[src/rtl/month_year_counter.sv]
// rtl/month_year_counter.sv - month/year calendar stage with leap-year max_day feedback
module month_year_counter #(
  parameter int YEAR_MIN = 2000,
  parameter int YEAR_MAX = 2999
) (
  input  logic        clk,
  input  logic        rst,
  input  logic        signal,
  input  logic        manual_set,
  input  logic        sel_year,
  input  logic        up,
  input  logic        down,
  output logic [3:0]  month,
  output logic [11:0] year,
  output logic [5:0]  max_day,
  output logic        leap,
  output logic        signal_out
);

  localparam logic [11:0] YMIN = 12'(YEAR_MIN);
  localparam logic [11:0] YMAX = 12'(YEAR_MAX);

  logic [3:0]  month_q, month_d;
  logic [11:0] year_q, year_d;
  logic        signal_out_q, signal_out_d;
  logic        month_bad;

  assign month_bad = (month_q == 4'd0) || (month_q > 4'd12);

  always_comb begin
    month_d      = month_q;
    year_d       = year_q;
    signal_out_d = 1'b0;
    if (manual_set) begin
      if (up || down) begin
        // A corrupted month is forced back to January on any step
        if (month_bad) begin
          month_d = 4'd1;
        end else if (!sel_year) begin
          if (up) month_d = (month_q == 4'd12) ? 4'd1 : month_q + 4'd1;
          else    month_d = (month_q == 4'd1) ? 4'd12 : month_q - 4'd1;
        end
        if (sel_year) begin
          if (up) year_d = (year_q == YMAX) ? YMIN : year_q + 12'd1;
          else    year_d = (year_q == YMIN) ? YMAX : year_q - 12'd1;
        end
      end
    end else if (signal) begin
      if (month_bad) begin
        month_d = 4'd1;
      end else if (month_q == 4'd12) begin
        month_d = 4'd1;
        if (year_q == YMAX) begin
          year_d       = YMIN;
          signal_out_d = 1'b1;
        end else begin
          year_d = year_q + 12'd1;
        end
      end else begin
        month_d = month_q + 4'd1;
      end
    end
  end

  always_ff @(posedge clk) begin
    if (rst) begin
      month_q      <= 4'd1;
      year_q       <= YMIN;
      signal_out_q <= 1'b0;
    end else begin
      month_q      <= month_d;
      year_q       <= year_d;
      signal_out_q <= signal_out_d;
    end
  end

  always_comb begin
    leap = (year_q[1:0] == 2'b00) &&
           (((year_q % 12'd100) != 12'd0) || ((year_q % 12'd400) == 12'd0));
  end

  always_comb begin
    max_day = 6'd31;
    case (month_q)
      4'd4, 4'd6, 4'd9, 4'd11: max_day = 6'd30;
      4'd2:                    max_day = leap ? 6'd29 : 6'd28;
      default:                 max_day = 6'd31;
    endcase
  end

  assign month      = month_q;
  assign year       = year_q;
  assign signal_out = signal_out_q;

endmodule

[config.mk]
export PLATFORM = sky130hd
export DESIGN_NAME = month_year_counter
export DESIGN_NICKNAME = d
export VERILOG_FILES = /design/src/rtl/month_year_counter.sv
export SDC_FILE = /design/constraint.sdc
export NUM_CORES = 1
export LEC_CHECK = 0
export BUFFER_PORTS_ARGS = -buffer_cell sky130_fd_sc_hd__buf_4
export CORE_MARGIN = 10
export CORE_UTILIZATION = 45
export CTS_BUF_LIST = sky130_fd_sc_hd__clkbuf_2 sky130_fd_sc_hd__clkbuf_4 sky130_fd_sc_hd__clkbuf_8
export DETAILED_ROUTE_END_ITERATION = 8
export PLACE_DENSITY_LB_ADDON = 0.1
export SLEW_MARGIN = 15
export SYNTH_ARGS = -nofsm -noshare
export SYNTH_HDL_FRONTEND = slang
export SYNTH_SLANG_ARGS = --single-unit
[constraint.sdc]
create_clock -name clk -period 3.2 [get_ports clk]
set_input_delay 0.32 -clock clk [delete_from_list [all_inputs] [get_ports clk]]
set_output_delay 0.32 -clock clk [all_outputs]
set_load 0.02 [all_outputs]
==> results of run 1 <==
## critical path, delay by kind of cell, from the launching register on
| family | cells | cell delay, ns |
|---|---|---|
| buf+inv | 2 | 0.29 |
| simple gates | 3 | 0.67 |
| compound gates | 9 | 1.79 |
| flops | 1 | 0.39 |
## power by group
part	internal, mW	switching (mW)
combinational	0.194	0.226
sequential	0.218	0.0230
clock	0.0969	0.0797
## flip-flops by register name, summed over array words and instances (netlist names)
register,cells
year,12
month,4
signal_out,1
## per-layer routing
metal / part of all wire [%] / vias up / wire [um] / GRT usage, %
li1: - / 1469 / - / -
met1: 47 / 1392 / 3800 / 24.5
met2: 46 / 103 / 3720 / 28.2
met3: 5.1 / 15 / 411 / 1.76
met4: 1.6 / 0 / 126 / 3.92
met5: 0 / - / 0 / 0
## cell type report
cell class | count | area [um^2]
Clock buffer | 4 | 48.8
Fill cell | 492 | 1810
Inverter | 12 | 45.0
Multi-Input combinational cell | 302 | 2130
Sequential cell | 17 | 360
Tap cell | 70 | 87.6
Timing Repair Buffer | 95 | 724
## per-stage QoR
step           hold WS [ns]  instances
6_report              0.385        500
5_1_grt               0.388        500
4_1_cts               0.370        497
3_5_place_dp          0.587        488
3_3_place_gp          0.591        488
2_1_floorplan         0.557        360
## logic make-up after synthesis
kind of cell | after synthesis | share of synthesized area, %
other | 2 | 0.305
AOI/OAI and AO/OA | 128 | 37.9
buffers and inverters | 41 | 7.72
adders and majority gates | 7 | 3.55
and+or+nand+nor | 149 | 31.0
DFF | 17 | 13.8
xor gates and xnor gates | 10 | 3.56
muxes | 4 | 2.13
## repair_timing
item,CTS,global route
setup endpoints to repair,2,2
pin swaps,19,4
gates cloned,0,0
resized for setup,36,9
buffers inserted,5,3
endpoints found under the hold margin,0,0
## layout by cell type (no fill, tap or decap), drive strengths merged, types with 6 or more instances in the layout
cell,netlist,routed
buf,16,95
nand2,35,35
nor2,34,34
a21oi,33,33
o21ai,25,25
nor3,17,17
dfxtp,17,17
inv,12,12
nand3,12,12
a31oi,11,11
xnor2,9,9
nand2b,8,8
o22ai,7,7
ha,7,7
or3,7,7
a211oi,6,6
## worst paths after layout
check	slack, ns	to	from
hold / removal	0.38	year[11]	rst
hold reg to reg	0.61	year[0]	year[0]
setup reg to reg	0.54	year[9]	year[0]
setup / recovery	-0.53	max_day[0]	year[11]
==> out/summary.txt, run 1 <==
clock latency on the worst-skew pair - 0.25 ns
die width - 94.0 um
Synth top cells by count - 35 x nand2_1, 33 x nor2_1, 31 x a21oi_1
sequential element share of the synthesized area - 13.8%
Ant. Diodes - 0
routed len/inst - 16.1 um
largest net degree at the start of global routing - 21
CP Capture Type - output port
Yosys cell types - 78
final core occ - 65.3%
Leak - 1.40 nW
area grow syn2layout - 37.9%
top post-synthesis cells by area - dfxtp_1 14%, a21oi_1 6.3%, nand2_1 5.3%
Avg Vias per Cell - 5.96
Core Area - 5200 um^2
synthesized cell area - 2460 um^2
status - complete, but fails checks
HPWL after DPL - 5.96 mm
post-route cell area - 3400 um^2
clock sinks - 17
# setup viols final - 2
Worst-path clk slew - 0.07 ns
failing checks - negative setup slack
Placed Area - 3080 um^2
CP arrival - 3.41 ns
global-route usage over all layers - 17.6%
Mapped Cells - 358
critical path peak fanout - 12
VDD IR max - 0.224 mV
Reg2Reg Depth - 8
mean post-synth cell area - 6.88 um^2
Slowest Stage Delay on Critical Path - 0.41 ns
clk buf depth - 2
total power - 837 uW
endpoints failing hold - 0
I/O pins - 31
I/O Buffers - 26
GRT overflow - 0
first-pass GRT wire length - 13.3 mm
Setup CP Type - reg2out
GP Congestion - 0.909
via count - 2979
top-count cell post-synth - nand2_1
largest area contributor in the netlist - dfxtp_1
CP max stage cell - a2111oi_0
Startpoint Class - register
worst slack, placed - -0.263 ns
setup ws final - -0.535 ns
pins over their slew limit - 0
ys flop type - dfxtp_1
row count - 26
H-tree Lvls - 1
Die Ht - 94.0 um
Num CTS Buffers - 3
Async S/R FF share, synth - 0%
clk root buf - clkbuf_8
Final #Nets - 445
initial antenna violation count - 0
Post-CTS Hold Buffers - 0
Min-Delay Path Depth - 2
Hold/Removal Path Class - in2reg
slew margin rel. - 52.4%
P per Cell Area - 246 nW/um^2
RSZ-0062 raised after global routing - true
Tmin final - 3.73 ns
final period utilization - 117%
Setup TNS - -1.05 ns
Final ANT Viol Nets - 0
Initial Utilization - 47.3%
Max Cap Viol - 0
worst slew pin tran - 0.715 ns
Max Fclk - 0.268 GHz
Cell Chain, Critical Path - buf_4, a2111oi_0, o21ai_0, o311a_1, nand2_1, nor2_1, a221o_1, a21oi_4, a21bo_1, o32ai_2, or3_1, a21boi_4, o21ai_2, buf_6
Synth Register Bits - 17
share of layout cells above drive strength 1 - 34.4%
Final Routed Wirelength - 8.05 mm
EDFF count, synth - 0
Synth top area share - 13.8%
Ys Warns - 0
WP data required - 2.88 ns
Iteration-0 DRC Markers - 222
DR pass1 iterations - 6
number of remaining DRC errors - 0
Final Skew - 0.00339 ns
die area - 8830 um^2
vias in the first global route - 2783
CTS tree - yes
(Power assumes the default switching activity.)
==> inputs of run 2 (changes only) <==
--- a/config.mk
+++ b/config.mk
@@ -10,6 +10,7 @@
 export CORE_UTILIZATION = 45
 export CTS_BUF_LIST = sky130_fd_sc_hd__clkbuf_2 sky130_fd_sc_hd__clkbuf_4 sky130_fd_sc_hd__clkbuf_8
 export DETAILED_ROUTE_END_ITERATION = 8
+export GPL_TIMING_DRIVEN = 0
 export PLACE_DENSITY_LB_ADDON = 0.1
 export SLEW_MARGIN = 15
 export SYNTH_ARGS = -nofsm -noshare
==> constraint.sdc (replaced) <==
create_clock -name clk -period 3.2 [get_ports clk]
set_input_delay 0 -clock clk [delete_from_list [all_inputs] [get_ports clk]]
set_output_delay 0 -clock clk [all_outputs]
set_load 0.02 [all_outputs]
==> run 2 against run 1 <==
Compared with the run above: the flow still finishes with violations (negative setup slack); first-iteration DRC count grew 23%; clock skew is 0.0059 ns higher; power is essentially flat; clock power fell by 3%; die area stayed put; cell count down 3.4%; wire length is 5.2% higher; register-to-register slack lost 0.20 ns.
==> out/summary.txt, run 2 (synthesis gave the netlist of run 1 again) <==
endpoints failing hold - 0
die width - 94.0 um
failing checks - negative setup slack
setup ws final - -0.191 ns
worst slack, placed - -0.0543 ns
placed insts - 455
Seq pwr share - 28.1%
Leak - 1.28 nW
VDD IR max - 0.171 mV
RSZ-0062 raised after global routing - true
Die Ht - 94.0 um
initial antenna violation count - 0
first-pass GRT wire length - 13.9 mm
global-route usage over all layers - 18.8%
Initial Utilization - 47.3%
sw power - 343 uW
pins over their slew limit - 0
H-tree Lvls - 1
max FFs per register - 12
area grow syn2layout - 37.0%
Ant. Diodes - 0
CP arrival - 3.39 ns
Avg Vias per Cell - 6.29
clock sinks - 17
number of remaining DRC errors - 0
# setup viols final - 2
GRT overflow - 0
logic gate share of total power - 51.3%
Startpoint Class - register
Setup TNS - -0.363 ns
routed len/inst - 17.5 um
Filler cells - 487
CP Capture Type - output port
final period utilization - 106%
clk buf depth - 2
Tmin final - 3.39 ns
area of the multi-input gates - 2280 um^2
largest net degree at the start of global routing - 11
Max Fclk - 0.295 GHz
Iteration-0 DRC Markers - 273
Final Routed Wirelength - 8.47 mm
Final ANT Viol Nets - 0
Core Area - 5200 um^2
WP data required - 3.20 ns
row count - 26
Worst-path clk slew - 0.08 ns
Num CTS Buffers - 3
status - complete, but fails checks
HPWL after DPL - 5.81 mm
Pint - 494 uW
clock latency on the worst-skew pair - 0.26 ns
Worst Hold Slack - 0.113 ns
Hold/Removal Path Class - in2reg
I/O Buffers - 25
most frequent cells in the layout - 54 x buf_4, 32 x nor2_1, 32 x nand2_1
vias in the first global route - 2839
sw frac - 41.0%
P per Cell Area - 248 nW/um^2
clk root buf - clkbuf_8
GP Congestion - 0.916
non-filler cells, final - 483
critical path peak fanout - 6
Setup CP Type - reg2out
share of layout cells above drive strength 1 - 31.7%
via count - 3036
Final #Nets - 428
slew margin rel. - 52.2%
Final Skew - 0.00929 ns
worst slew pin tran - 0.713 ns
total power - 836 uW
die area - 8830 um^2
register area - 357 um^2
I/O pins - 31
clock power share - 20.6%
commonest non-fill, non-tap cell in the layout - buf_4
CTS tree - yes
DR pass1 iterations - 6
Max Cap Viol - 0
-- run 2: cell count changes in the layout (fill, tap and decap cells not counted), sizes merged --
cell	previous run	this run
buf	95	64
clkinv	0	1
inv	12	11
clkinvlp	0	1
clkbuf	4	17
-- run 2: per-layer routing --
metal	up-vias	wire length (um)	global-route usage, %
met5	-	0	0
met4	0	126	4.30
met3	17	503	2.48
met2	127	4070	31.6
met1	1454	3770	24.8
li1	1438	-	-
-- run 2: path summary, 6_finish.rpt --
path | startpoint | end | slack, ns | depth (start not counted)
worst min-delay path | manual_set | signal_out | 0.11 | 4
worst max register to register | year[4] | year[9] | 0.34 | 8
worst min register to register | month[2] | signal_out | 0.58 | 2
worst max-delay path | year[8] | max_day[0] | -0.19 | 16
-- run 2: repair_timing --
action / in CTS / in global routing
pin swaps: 23 / 6
hold buffers: 0 / 0
gates resized for setup: 71 / 18
setup endpoints to repair: 2 / 2
hold endpoints to repair: 0 / 0
setup buffers: 18 / 6
-- run 2: cell type report --
class	instances	area share (%)
plain buffers	29	5.60
clock inverters	1	0.148
multi-input cells	302	67.5
inverters	12	1.45
clock buffers	3	1.22
flip-flops and latches	17	10.6
well taps	70	2.60
repair buffers	49	10.9
-- run 2: worst max-delay path: stages, from the launching register on --
cell	delay, ns
dfxtp_2	0.33
buf_6	0.13
clkinvlp_4	0.15
o32ai_4	0.44
o31ai_4	0.12
a211oi_2	0.26
buf_4	0.18
o311ai_4	0.10
buf_4	0.17
nor2b_4	0.12
xnor2_1	0.13
and4_1	0.21
a21oi_2	0.04
or3_1	0.33
a21boi_2	0.17
o21ai_1	0.07
buf_4	0.16
-- run 2: power groups by stage --
stage	Combinational, mW	Sequential (mW)	Clock, mW
final	0.429	0.235	0.172
after global routing	0.464	0.238	0.186
after CTS	0.403	0.235	0.176
after detailed placement	0.345	0.241	0
after global placement	0.344	0.241	0
after floorplan	0.249	0.250	0
-- run 2: through the flow --
stage / area (um^2) / utilization [%]
6_report: 3370 / 64.8
5_1_grt: 3370 / 64.8
4_1_cts: 3240 / 62.2
3_5_place_dp: 2750 / 52.8
3_3_place_gp: 2750 / 52.8
2_1_floorplan: 2470 / -
==> inputs of run 3 (changes only) <==
--- a/config.mk
+++ b/config.mk
@@ -12,6 +12,7 @@
 export DETAILED_ROUTE_END_ITERATION = 8
 export GPL_TIMING_DRIVEN = 0
 export PLACE_DENSITY_LB_ADDON = 0.1
+export RECOVER_POWER = 50
 export SLEW_MARGIN = 15
 export SYNTH_ARGS = -nofsm -noshare
 export SYNTH_HDL_FRONTEND = slang
==> run 3 against run 2 <==
Compared with the run above: the run still ends with negative setup slack left; wire length down 0.52%; cell count did not move; fmax shrank 0.15%; clock power about the same; sequential share of layout area barely moved; design area shrank 0.45%; non-clock buffer count stayed put; global-route usage unchanged; power is essentially flat; hold slack lost 0.00081 ns; count of clock-buffer cells in the layout unchanged.
==> out/summary.txt, run 3 (synthesis gave the netlist of run 1 again) <==
status - complete, but fails checks
failing checks - negative setup slack
final period utilization - 106%
slew margin rel. - 53.1%
Startpoint Class - register
Max Fclk - 0.294 GHz
largest net degree at the start of global routing - 11
vias in the first global route - 2839
number of remaining DRC errors - 0
final core occ - 64.5%
routed len/inst - 17.4 um
setup ws final - -0.196 ns
GP Congestion - 0.916
VDD IR max - 0.170 mV
clk buf depth - 2
CP Capture Type - output port
DR pass1 iterations - 5
RSZ-0062 raised after global routing - true
clk root buf - clkbuf_8
clock sinks - 17
die width - 94.0 um
endpoints failing hold - 0
Core Area - 5200 um^2
Filler cells - 494
CTS tree - yes
Final Skew - 0.0112 ns
Worst-path clk slew - 0.08 ns
I/O pins - 31
pins over their slew limit - 0
most frequent cells in the layout - 50 x buf_4, 32 x nor2_1, 32 x nand2_1
WP data required - 3.20 ns
commonest non-fill, non-tap cell in the layout - buf_4
Avg Vias per Cell - 6.27
I/O Buffers - 25
critical path peak fanout - 6
Final Routed Wirelength - 8.42 mm
Final #Nets - 428
worst slew pin tran - 0.700 ns
die area - 8830 um^2
Die Ht - 94.0 um
HPWL after DPL - 5.81 mm
Iteration-0 DRC Markers - 290
P per Cell Area - 249 nW/um^2
clock latency on the worst-skew pair - 0.26 ns
area grow syn2layout - 36.4%
max FFs per register - 12
Max Cap Viol - 0
Tmin final - 3.40 ns
Leak - 1.26 nW
GRT overflow - 0
via count - 3029
global-route usage over all layers - 18.8%
Num CTS Buffers - 3
Ant. Diodes - 0
initial antenna violation count - 0
first-pass GRT wire length - 13.9 mm
Hold/Removal Path Class - in2reg
row count - 26
total power - 836 uW
Final ANT Viol Nets - 0
H-tree Lvls - 1
CP arrival - 3.40 ns
Setup CP Type - reg2out
share of layout cells above drive strength 1 - 30.8%
Initial Utilization - 47.3%
# setup viols final - 2
## run 3: changes by cell type in the layout (fill, tap and decap cells not counted)
cell | previous run | this run
buf_4 | 54 | 50
clkbuf_1 | 11 | 15
## run 3: path summary, 6_finish.rpt
kind | slack, ns | depth (start not counted) | startpoint | endpoint
worst max-delay path | -0.20 | 16 | year[8] | max_day[0]
worst min-delay path | 0.11 | 4 | manual_set | signal_out
worst max register to register | 0.33 | 8 | year[4] | year[9]
worst min register to register | 0.58 | 2 | month[2] | signal_out
## run 3: critical path, stage by stage (launching register included)
cell	delay, ns
dfxtp_2	0.33
buf_6	0.13
clkinvlp_4	0.16
o32ai_4	0.44
o31ai_4	0.12
a211oi_2	0.26
buf_4	0.18
o311ai_4	0.10
buf_4	0.17
nor2b_4	0.12
xnor2_1	0.13
and4_1	0.21
a21oi_2	0.04
or3_1	0.33
a21boi_2	0.17
o21ai_1	0.07
buf_4	0.16
## run 3: layout make-up
cell class / count / area, um^2 / area share, %
inverters: 12 / 48.8 / 1.45
repair buffers: 49 / 353 / 10.5
well taps: 70 / 87.6 / 2.61
plain buffers: 29 / 189 / 5.62
multi-input cells: 302 / 2280 / 67.8
clock inverters: 1 / 5.00 / 0.149
clock buffers: 3 / 41.3 / 1.23
flip-flops and latches: 17 / 357 / 10.6
## run 3: where the power goes
group          switching [mW]  leakage (nW)  total, mW  internal [mW]
sequential             0.0165         0.138      0.235          0.219
clock                  0.0865        0.0255      0.173         0.0868
combinational           0.240          1.10      0.428          0.187
total                   0.343          1.26      0.836          0.493
## run 3: timing repair
action / CTS / global route
setup endpoints to repair: 2 / 2
buffers inserted: 18 / 6
resized for setup: 71 / 18
pin swaps: 23 / 6
hold buffers: 0 / 0
## run 3: stage by stage
step                hold slack [ns]  area (um^2)  worst slack, ns  instances  setup TNS, ns
global placement              0.391         2750          -0.0499        455        -0.0691
CTS                           0.115         3240          -0.0898        477         -0.164
finish                        0.112         3360           -0.196        483         -0.373
detailed placement            0.397         2750          -0.0543        455        -0.0801
floorplan                     0.237         2470            0.186        360              0
global route                  0.132         3360           -0.388        483         -0.738
## run 3: layer usage
metal  share of wire, %  vias up  global-route usage (%)
li1                   -     1437                       -
met5                  0        -                       0
met2                 48      123                    31.6
met4                1.5        0                    4.30
met3                5.9       17                    2.48
met1                 44     1452                    24.8
